[config.mk]
export PLATFORM = sky130hd
export DESIGN_NAME = gemm_sequencer
export DESIGN_NICKNAME = d
export VERILOG_FILES = /design/src/rtl/gemm_sequencer_pkg.sv /design/src/rtl/gemm_sequencer_fifo.sv /design/src/rtl/gemm_sequencer.sv
export SDC_FILE = /design/constraint.sdc
export NUM_CORES = 1
export LEC_CHECK = 0
export CELL_PAD_IN_SITES_DETAIL_PLACEMENT = 1
export CELL_PAD_IN_SITES_GLOBAL_PLACEMENT = 1
export CORE_MARGIN = 10
export CORE_UTILIZATION = 43
export CTS_BUF_LIST = sky130_fd_sc_hd__clkbuf_16
export DETAILED_ROUTE_END_ITERATION = 10
export HOLD_SLACK_MARGIN = 0.12
export PLACE_DENSITY_LB_ADDON = 0.1
export SETUP_SLACK_MARGIN = 0.1
export SYNTH_ARGS = -nofsm -noshare
export SYNTH_HDL_FRONTEND = slang
export SYNTH_SLANG_ARGS = --single-unit
[constraint.sdc]
create_clock -name clk_i -period 3.16 [get_ports clk_i]
set_clock_uncertainty 0.2 [all_clocks]
set_input_delay 0.632 -clock clk_i [delete_from_list [all_inputs] [get_ports clk_i]]
set_output_delay 0.632 -clock clk_i [all_outputs]
set_load 0.01 [all_outputs]
[src/rtl/gemm_sequencer_pkg.sv]
// Shared types and defaults for the GEMM instruction sequencer.
package gemm_sequencer_pkg;

  localparam int INSTR_SIZE = 32;
  localparam int KT_W_DEF   = 8;
  localparam int ROW_W_DEF  = 10;

  typedef enum logic [1:0] {
    OP_NOP  = 2'b00,
    OP_GEMM = 2'b01,
    OP_RSV0 = 2'b10,
    OP_RSV1 = 2'b11
  } opcode_e;

  // Low 32 bits of an instruction word; rsvd is don't-care.
  typedef struct packed {
    opcode_e     opcode;
    logic        acc_en;
    logic [7:0]  k_tiles_m1;
    logic [9:0]  rows_m1;
    logic [10:0] rsvd;
  } gemm_instr_t;

endpackage

[src/rtl/gemm_sequencer_fifo.sv]
// Instruction FIFO: registered count drives full/empty, so a push into an
// empty FIFO is only visible to the reader one cycle later.
module instr_fifo #(
  parameter int W     = 32,
  parameter int DEPTH = 4
) (
  input  logic         clk_i,
  input  logic         rst_i,
  input  logic         push_i,
  input  logic [W-1:0] data_i,
  input  logic         pop_i,
  output logic [W-1:0] data_o,
  output logic         full_o,
  output logic         empty_o
);

  localparam int AW = $clog2(DEPTH);
  localparam logic [AW:0] FULL_CNT = (AW+1)'(DEPTH);

  logic [W-1:0]  mem_q [DEPTH];
  logic [AW-1:0] wptr_q, rptr_q;
  logic [AW:0]   cnt_q;
  logic          do_push, do_pop;

  assign full_o  = (cnt_q == FULL_CNT);
  assign empty_o = (cnt_q == '0);
  assign do_push = push_i && !full_o;
  assign do_pop  = pop_i && !empty_o;
  assign data_o  = mem_q[rptr_q];

  // Pointers wrap naturally because DEPTH is a power of two.
  always_ff @(posedge clk_i or negedge rst_i) begin
    if (!rst_i) begin
      wptr_q <= '0;
      rptr_q <= '0;
      cnt_q  <= '0;
    end else begin
      if (do_push) wptr_q <= wptr_q + 1'b1;
      if (do_pop)  rptr_q <= rptr_q + 1'b1;
      case ({do_push, do_pop})
        2'b10:   cnt_q <= cnt_q + 1'b1;
        2'b01:   cnt_q <= cnt_q - 1'b1;
        default: cnt_q <= cnt_q;
      endcase
    end
  end

  // Storage needs no reset; the count defines what is valid.
  always_ff @(posedge clk_i) begin
    if (do_push) mem_q[wptr_q] <= data_i;
  end

endmodule

[src/rtl/gemm_sequencer.sv]
// Tiled GEMM instruction sequencer: pops instructions from a small FIFO and
// walks each GEMM through K-tiles of clear / weight load / switch / stream.
module gemm_sequencer
  import gemm_sequencer_pkg::*;
#(
  parameter int INSTR_W    = INSTR_SIZE,
  parameter int FIFO_DEPTH = 4,
  parameter int KT_W       = KT_W_DEF,
  parameter int ROW_W      = ROW_W_DEF
) (
  input  logic               clk_i,
  input  logic               rst_i,
  input  logic               instr_valid_i,
  input  logic [INSTR_W-1:0] instr_i,
  output logic               instr_ready_o,
  input  logic               start_i,
  input  logic               w_done_i,
  input  logic               o_done_i,
  output logic               w_read_o,
  output logic               if_read_o,
  output logic               clr_w_o,
  output logic               clr_if_o,
  output logic               switch_o,
  output logic               first_o,
  output logic               last_o,
  output logic               busy_o,
  output logic               instr_done_o,
  output logic               err_o,
  output logic [15:0]        done_cnt_o
);

  typedef enum logic [2:0] {
    S_IDLE, S_FETCH, S_CLR, S_LOAD_W, S_SWITCH, S_STREAM, S_DRAIN
  } state_e;

  state_e             state_q, state_d;
  logic [KT_W-1:0]    k_cnt_q, k_cnt_d, kt_q, kt_d;
  logic [ROW_W-1:0]   row_cnt_q, row_cnt_d, rows_q, rows_d;
  logic [15:0]        done_cnt_q, done_cnt_d;
  opcode_e            op_q, op_d;
  logic               acc_q, acc_d;
  logic               pop;
  logic               fifo_full, fifo_empty;
  logic [INSTR_W-1:0] fifo_rdata;
  gemm_instr_t        hd;
  logic               unused_bits;

  // Registered Moore outputs.
  logic w_read_q, if_read_q, clr_q, switch_q, first_q, last_q, busy_q, err_q;

  instr_fifo #(.W(INSTR_W), .DEPTH(FIFO_DEPTH)) u_fifo (
    .clk_i   (clk_i),
    .rst_i   (rst_i),
    .push_i  (instr_valid_i),
    .data_i  (instr_i),
    .pop_i   (pop),
    .data_o  (fifo_rdata),
    .full_o  (fifo_full),
    .empty_o (fifo_empty)
  );

  assign hd          = gemm_instr_t'(fifo_rdata[31:0]);
  assign unused_bits = ^hd.rsvd;

  // Next-state logic; fields are captured at the pop since the FIFO head
  // has already advanced by the time FETCH decodes them.
  always_comb begin
    state_d    = state_q;
    k_cnt_d    = k_cnt_q;
    row_cnt_d  = row_cnt_q;
    done_cnt_d = done_cnt_q;
    op_d       = op_q;
    acc_d      = acc_q;
    kt_d       = kt_q;
    rows_d     = rows_q;
    pop        = 1'b0;
    unique case (state_q)
      S_IDLE: if (start_i && !fifo_empty) begin
        pop     = 1'b1;
        op_d    = hd.opcode;
        acc_d   = hd.acc_en;
        kt_d    = KT_W'(hd.k_tiles_m1);
        rows_d  = ROW_W'(hd.rows_m1);
        state_d = S_FETCH;
      end
      S_FETCH: begin
        if (op_q == OP_GEMM) begin
          k_cnt_d = '0;
          state_d = S_CLR;
        end else begin
          state_d = S_IDLE;
        end
      end
      S_CLR:    state_d = S_LOAD_W;
      S_LOAD_W: if (w_done_i) state_d = S_SWITCH;
      S_SWITCH: begin
        row_cnt_d = '0;
        state_d   = S_STREAM;
      end
      S_STREAM: begin
        if (row_cnt_q == rows_q) begin
          if (k_cnt_q == kt_q) begin
            state_d = S_DRAIN;
          end else begin
            k_cnt_d = k_cnt_q + 1'b1;
            state_d = S_CLR;
          end
        end else begin
          row_cnt_d = row_cnt_q + 1'b1;
        end
      end
      S_DRAIN: if (o_done_i) begin
        done_cnt_d = done_cnt_q + 1'b1;
        state_d    = S_IDLE;
      end
      default: state_d = S_IDLE;
    endcase
  end

  // State, counters and outputs; outputs are decoded from the next state so
  // they line up exactly with the state register.
  always_ff @(posedge clk_i or negedge rst_i) begin
    if (!rst_i) begin
      state_q    <= S_IDLE;
      k_cnt_q    <= '0;
      row_cnt_q  <= '0;
      done_cnt_q <= '0;
      op_q       <= OP_NOP;
      acc_q      <= 1'b0;
      kt_q       <= '0;
      rows_q     <= '0;
      w_read_q   <= 1'b0;
      if_read_q  <= 1'b0;
      clr_q      <= 1'b0;
      switch_q   <= 1'b0;
      first_q    <= 1'b0;
      last_q     <= 1'b0;
      busy_q     <= 1'b0;
      err_q      <= 1'b0;
    end else begin
      state_q    <= state_d;
      k_cnt_q    <= k_cnt_d;
      row_cnt_q  <= row_cnt_d;
      done_cnt_q <= done_cnt_d;
      op_q       <= op_d;
      acc_q      <= acc_d;
      kt_q       <= kt_d;
      rows_q     <= rows_d;
      w_read_q   <= (state_d == S_LOAD_W);
      if_read_q  <= (state_d == S_STREAM);
      clr_q      <= (state_d == S_CLR);
      switch_q   <= (state_d == S_SWITCH);
      first_q    <= (state_d == S_STREAM) && (k_cnt_d == '0) && !acc_d;
      last_q     <= (state_d == S_STREAM) && (k_cnt_d == kt_d);
      busy_q     <= (state_d != S_IDLE);
      err_q      <= (state_d == S_FETCH) && op_d[1];
    end
  end

  assign instr_ready_o = !fifo_full;
  assign w_read_o      = w_read_q;
  assign if_read_o     = if_read_q;
  assign clr_w_o       = clr_q;
  assign clr_if_o      = clr_q;
  assign switch_o      = switch_q;
  assign first_o       = first_q;
  assign last_o        = last_q;
  assign busy_o        = busy_q;
  assign err_o         = err_q;
  assign done_cnt_o    = done_cnt_q;
  // Completion must coincide with the o_done cycle, so it is gated directly.
  assign instr_done_o  = (state_q == S_DRAIN) && o_done_i;

endmodule
### Yosys cells after proc, flatten, opt, wreduce, memory -nomap -nowiden

Memories as Yosys holds them, arrays and structs flattened.
Index checks and enable logic that the tools add are counted.

* register bits after elaboration: 73
* logic and storage cells: 91
* memories kept: 1
* memory bits (writable): 128

* reductions and logical operators: 20
* add/subtract/negate cells: 7
* mux-type cells: 24
* eq/ne operators: 19

Memories
* u_fifo.mem_q: depth 4, width 32, read ports 1, clocked after Yosys merged registers in 0, write ports 1, line gemm_sequencer_fifo.sv:20 `logic [W-1:0] mem_q [DEPTH];`

Operators by type and width (count)
* 8-bit 2-to-1 mux: 5
* 3-bit one-hot mux with 7 select lines: 1
* 10-bit one-hot mux with 2 select lines: 1
* 3-bit equality test, second input constant: 6
* 16-bit by 1-bit adder with 16-bit output, second input constant: 1
* 8-bit equality test: 2
* 8-bit one-hot mux with 2 select lines: 1
* 3-bit 2-to-1 mux: 5
* 3-bit by 2-bit equality test with 1-bit output, second input constant: 4
* 10-bit by 1-bit adder with 10-bit output, second input constant: 1
* 10-bit equality test: 1
* 10-bit 2-to-1 mux: 1
* 8-bit by 1-bit adder with 8-bit output, second input constant: 1
* 1-bit logical AND: 8
* 8-bit logical NOT: 1
* 3-bit by 1-bit equality test with 1-bit output, second input constant: 2
* 3-bit logical NOT: 2
* 1-bit 2-to-1 mux: 6
* 2-bit 2-to-1 mux: 3
* 3-bit one-hot mux with 2 select lines: 1
* 2-bit AND reduction: 3
* 2-bit by 1-bit adder with 2-bit output, second input constant: 2
* 2-bit by 1-bit equality test with 1-bit output, second input constant: 2
* 2-bit nonzero test: 2
* other kinds (6): 8

### Longest topological paths before layout

* depth after elaboration: 8
* gate-level depth with buffers: 12

### Hierarchy

A second synthesis with hierarchy kept.

* cell total of the unflattened synthesis: 493
* area, all modules: 8257.9 sq um

Modules (own cells, without submodules)
* instr_fifo: area an instance 5091.1 sq um, cells an instance 205, sequential area each 4018.9 sq um, instances 1
* gemm_sequencer: area an instance 3166.8 sq um, cells an instance 288, sequential area each 1651.6 sq um, instances 1

### Least setup slack after synthesis

No wires, ideal clock.

* path kind: input to register
* start: input start_i
* end: register u_fifo.cnt_q[2]
* arrival: 2.879 ns
* library setup time: 0.079 ns
* buffers on the path: 3
* cell stages on the path: 11
* setup slack: 0.002 ns
* cell sequence: nor4b_1 o31a_1 buf_2 buf_1 clkbuf_1 ha_1 inv_1 fa_1 xor2_1 nor2_1 xor2_1

* longest elaborated chain between the ends: 6

Ends and longest elaborated chain
* start, declared: line gemm_sequencer.sv:16 `input logic start_i,`
* 1-bit logical AND *: line gemm_sequencer.sv:78 `S_IDLE: if (start_i && !fifo_empty) begin`
* 1-bit 2-to-1 mux *: line gemm_sequencer.sv:78
* 1-bit 2-to-1 mux *: line gemm_sequencer.sv:77 `unique case (state_q)`
* 1-bit logical AND *: line gemm_sequencer_fifo.sv:28 `assign do_pop = pop_i && !empty_o;`
* net u_fifo.do_pop: line gemm_sequencer_fifo.sv:23 `logic do_push, do_pop;`
* 2-bit by 1-bit equality test with 1-bit output / 2-bit equality test (equally long branches): line gemm_sequencer_fifo.sv:40 `case ({do_push, do_pop})`
* 3-bit one-hot mux with 2 select lines / 2-bit nonzero test (equally long branches)
* end signal, assigned: line gemm_sequencer_fifo.sv:41 `2'b10: cnt_q <= cnt_q + 1'b1;`
* end signal, assigned: line gemm_sequencer_fifo.sv:42 `2'b01: cnt_q <= cnt_q - 1'b1;`
* end signal, assigned: line gemm_sequencer_fifo.sv:43 `default: cnt_q <= cnt_q;`
* end, declared: line gemm_sequencer_fifo.sv:22 `logic [AW:0] cnt_q;`

The timed path passes the listed nets; every way through them passes the cells marked *.
A chain may end at the register's enable or synchronous reset.

### Worst setup path in the final report

* start: register row_cnt_q[2]
* end: register first_q (netlist: first_o)

* longest elaborated chain between the ends: 6

Ends and longest elaborated chain
* start, declared: line gemm_sequencer.sv:38 `logic [ROW_W-1:0] row_cnt_q, row_cnt_d, rows_q, rows_d;`
* start signal, assigned: line gemm_sequencer.sv:143 `row_cnt_q <= row_cnt_d;`
* 10-bit equality test *: line gemm_sequencer.sv:101 `if (row_cnt_q == rows_q) begin`
* 3-bit 2-to-1 mux / 8-bit 2-to-1 mux (equally long branches): line gemm_sequencer.sv:101
* 3-bit one-hot mux with 7 select lines / 8-bit one-hot mux with 2 select lines (equally long branches): line gemm_sequencer.sv:77
* 3-bit equality test / 8-bit logical NOT (equally long branches): line gemm_sequencer.sv:153 `first_q <= (state_d == S_STREAM) && (k_cnt_d == '0) && !acc_d;`
* 1-bit logical AND * (2 in series): line gemm_sequencer.sv:153
* end signal, assigned: line gemm_sequencer.sv:153
* end, declared: line gemm_sequencer.sv:49 `logic w_read_q, if_read_q, clr_q, switch_q, first_q, last_q, busy_q, err_q;`

Every way passes the cells marked *; elsewhere a longest branch is shown, timed or not.

==> impl_results.md <==
- Core area: 15100 sq um
- Starting Density: 43.8%
- Place WS: -0.339 ns
- Mapped Cells: 438
- Slowest stage cell, crit path: or4b_1
- Worst VDD drop: 0.550 mV
- Number of global-route vias before repair: 4194
- Final WS setup: 0.203 ns
- # DRC: 0
- Iter 0 DRT Violations: 217
- Vias per std cell: 5.32
- Status: complete, no violations
- Worst path required time: 3.30 ns
- Number of port buffers: 53
- Final worst-path cycle share: 93.6%
- F_max: 0.338 GHz
- Crit-path cells: xor2_1, nor4_2, nand4_1, buf_2, or3_1, o31a_1, or4b_1, nor3_1
- Static Leak: 3.22 nW
- Final Util: 54.5%
- GRT Overall Usage: 14.3%
- CP Class: flip-flop to flip-flop
- Warnings, synthesis: 0
- Via Count: 3858
- Met1 usage: 18.7%
- Filler cells: 1439
- Area of the multi-input gates: 2250 sq um
- Min Tclk post-route: 2.96 ns
- Worst hold path class: input pin to async pin
- CTS buffer count: 17
- CTS tree: done
- Power density over cell area: 848 nW/um^2
- Syn Std Cell Area: 6640 sq um
- Hold WS: 0.135 ns
- Post-detail-place hpwl: 9590 um
- Routability cong.: 0.815
- Crit path max fanout: 5
- Max_cap viols: 0
- Die Span X: 144 um
- Clock sink count: 157
- Clock Path Buffers: 2
- Post-synthesis sequential area ratio: 65.5%
- Mean Syn Cell Area: 15.2 sq um
- Critical Path Max Stage Delay: 0.52 ns
- Cell variety after synth: 53
- Layout area overhead: 24.3%
- Worst setup EP type: flip-flop
- Total die area: 20800 sq um
- Worst rel slew slack: 38.1%
- Most frequent cells in the layout: 84 x edfxtp_1, 72 x dfrtp_1, 52 x clkdlybuf4s50_1, 28 x buf_4, 27 x nand2_1
- Met2 usage: 22.1%
- Commonest non-fill, non-tap cell in the layout: edfxtp_1
- # hold bufs at CTS: 0
- Ports: 65
- TritonRoute pass-1 iters: 4
- Diodes inserted: 0
- Final-report setup violation count: 0
- Grt total ovfl: 0
- Met3 GRT Util: 4.03%
- Drt total wl: 14000 um
- Worst setup SP type: flip-flop
- Reg area: 4350 sq um
- Final Max Tran Viols: 0
- Hold Vio Cnt, Final: 0
- WL/cell: 19.4 um
- Syn_nets: 485
- Gr busiest metal: met2
- Register bit total from synthesis: 157
- Buffers & Inverters on Critical Path: 1
- Fin nets: 572
- Die extent in y: 144 um
- CTS H-tree lvls: 4
- Routed Antenna Nets: 0
- Root Driver: clkbuf_16
- First-pass GRT wire length: 22800 um
- Largest net degree at the start of global routing: 74
- Worst Tran Pin Value: 0.928 ns
- RSZ-0062 raised after global routing: true
- Fraction of layout instances using a drive strength above 1: 22.9%
- Row count: 45
- Clock latency on the worst-skew pair: 0.42 ns
- Family with the most delay on the worst path: simple AND/OR/NAND/NOR gates
- CP arrival: 3.09 ns
- Fin Setup TNS: 0 ns
- Initial antenna violation count: 0
- Clock transition at path regs: 0.06 ns
final cells by class:
type / count / area share (%)
clock buffer: 17 / 5.16
multi-input combinational: 251 / 27.2
sequential: 157 / 52.7
timing repair buffer: 83 / 9.30
clock inverter: 14 / 2.05
inverter: 15 / 0.682
tap: 188 / 2.85
state kept, by name, indices dropped and copies added (netlist names):
name           flops
err_o              1
busy_o             1
if_read_o          1
clr_if_o           1
last_o             1
done_cnt_o        16
u_fifo.wptr_q      2
acc_q              1
kt_q               8
rows_q            10
state_q            3
u_fifo.rptr_q      2
w_read_o           1
switch_o           1
u_fifo.cnt_q       3
op_q               2
k_cnt_q            8
first_o            1
u_fifo.mem_q      84
row_cnt_q         10
layer usage:
metal / up-vias / share of wire, %
met4: 0 / 1.8
met5: - / 0
li1: 1801 / -
met3: 25 / 4.1
met1: 1972 / 46
met2: 60 / 48
metrics by stage:
stage	power [mW]	cells	area, sq um
5_1_grt	7.42	725	8250
3_5_place_dp	4.95	691	7540
3_3_place_gp	4.88	691	7540
6_report	6.99	725	8250
4_1_cts	7.07	722	8180
2_1_floorplan	4.21	438	6640
final timing paths:
path / slack, ns / endpoint / from / cells past startpoint
setup / recovery: 0.20 / first_o$_DFF_PN0_ / row_cnt_q[2]$_DFFE_PN0P_ / 8
hold reg to reg: 0.27 / done_cnt_o[15]$_DFFE_PN0P_ / done_cnt_o[15]$_DFFE_PN0P_ / 1
max in group asynchronous: 1.95 / row_cnt_q[6]$_DFFE_PN0P_ / rst_i / 1
setup reg to reg: 0.20 / first_o$_DFF_PN0_ / row_cnt_q[2]$_DFFE_PN0P_ / 8
min in group clk_i: 0.27 / done_cnt_o[15]$_DFFE_PN0P_ / done_cnt_o[15]$_DFFE_PN0P_ / 1
hold / removal: 0.13 / k_cnt_q[3]$_DFF_PN0_ / rst_i / 1
kinds of logic after synthesis:
family          share of synthesized area, %
flops                                   65.5
compound gates                          2.28
simple gates                            10.4
mux                                     11.6
buf+inv                                 1.94
xor+xnor                                6.47
fa+ha+maj                               1.81
where the power goes:
part / switching [mW] / total, mW / internal [mW]
Sequential: 0.291 / 2.96 / 2.67
Combinational: 0.969 / 1.98 / 1.01
Clock: 0.810 / 2.05 / 1.24
Total: 2.07 / 6.99 / 4.92
worst register-to-register path, delay by kind of cell (launching register included):
kind / cells / cell delay (ns)
compound gates: 1 / 0.26
xor+xnor: 1 / 0.16
buf+inv: 1 / 0.23
flops: 1 / 0.41
simple gates: 5 / 1.62
cell usage after synthesis, drive strengths merged:
master  number  area share, %
nand3       14            1.1
and4b        1           0.15
o211ai       1           0.11
and3b        2           0.26
xor2        24            3.2
nor4b        1           0.13
nand4       15            1.4
or2          3           0.28
and4         2           0.28
ha           8            1.5
clkbuf       6           0.34
o21a         2           0.23
nor4         7            1.1
nand2       27            1.5
edfxtp      84             38
o21ai        9           0.68
or3          4           0.38
a21oi        2           0.15
mux4        21            7.1
dfrtp       73             28
a21boi       1           0.11
nand4b       1           0.13
o31a         2           0.26
o22ai        2           0.19
buf          9           0.75
inv         15           0.85
nand2b       3           0.28
o311a        1           0.15
nor3b        1           0.11
o311ai       1           0.13
a21o         1           0.11
nand3b       3           0.34
or4b         1           0.15
or4          3           0.40
mux2i        1           0.15
fa           1           0.30
mux2        25            4.3
and3         6           0.58
a22o         1           0.15
nor3         6           0.45
nor2        21            1.2
xnor2       25            3.3
and2         2           0.19
timing repair:
item                                    in CTS  in global routing
cloned                                       0                  1
pin swaps                                    1                  8
resized for setup                            7                  8
setup buffers                                0                  2
endpoints found under the setup margin       1                  2
Note: power is estimated with default switching activity, not from simulation.
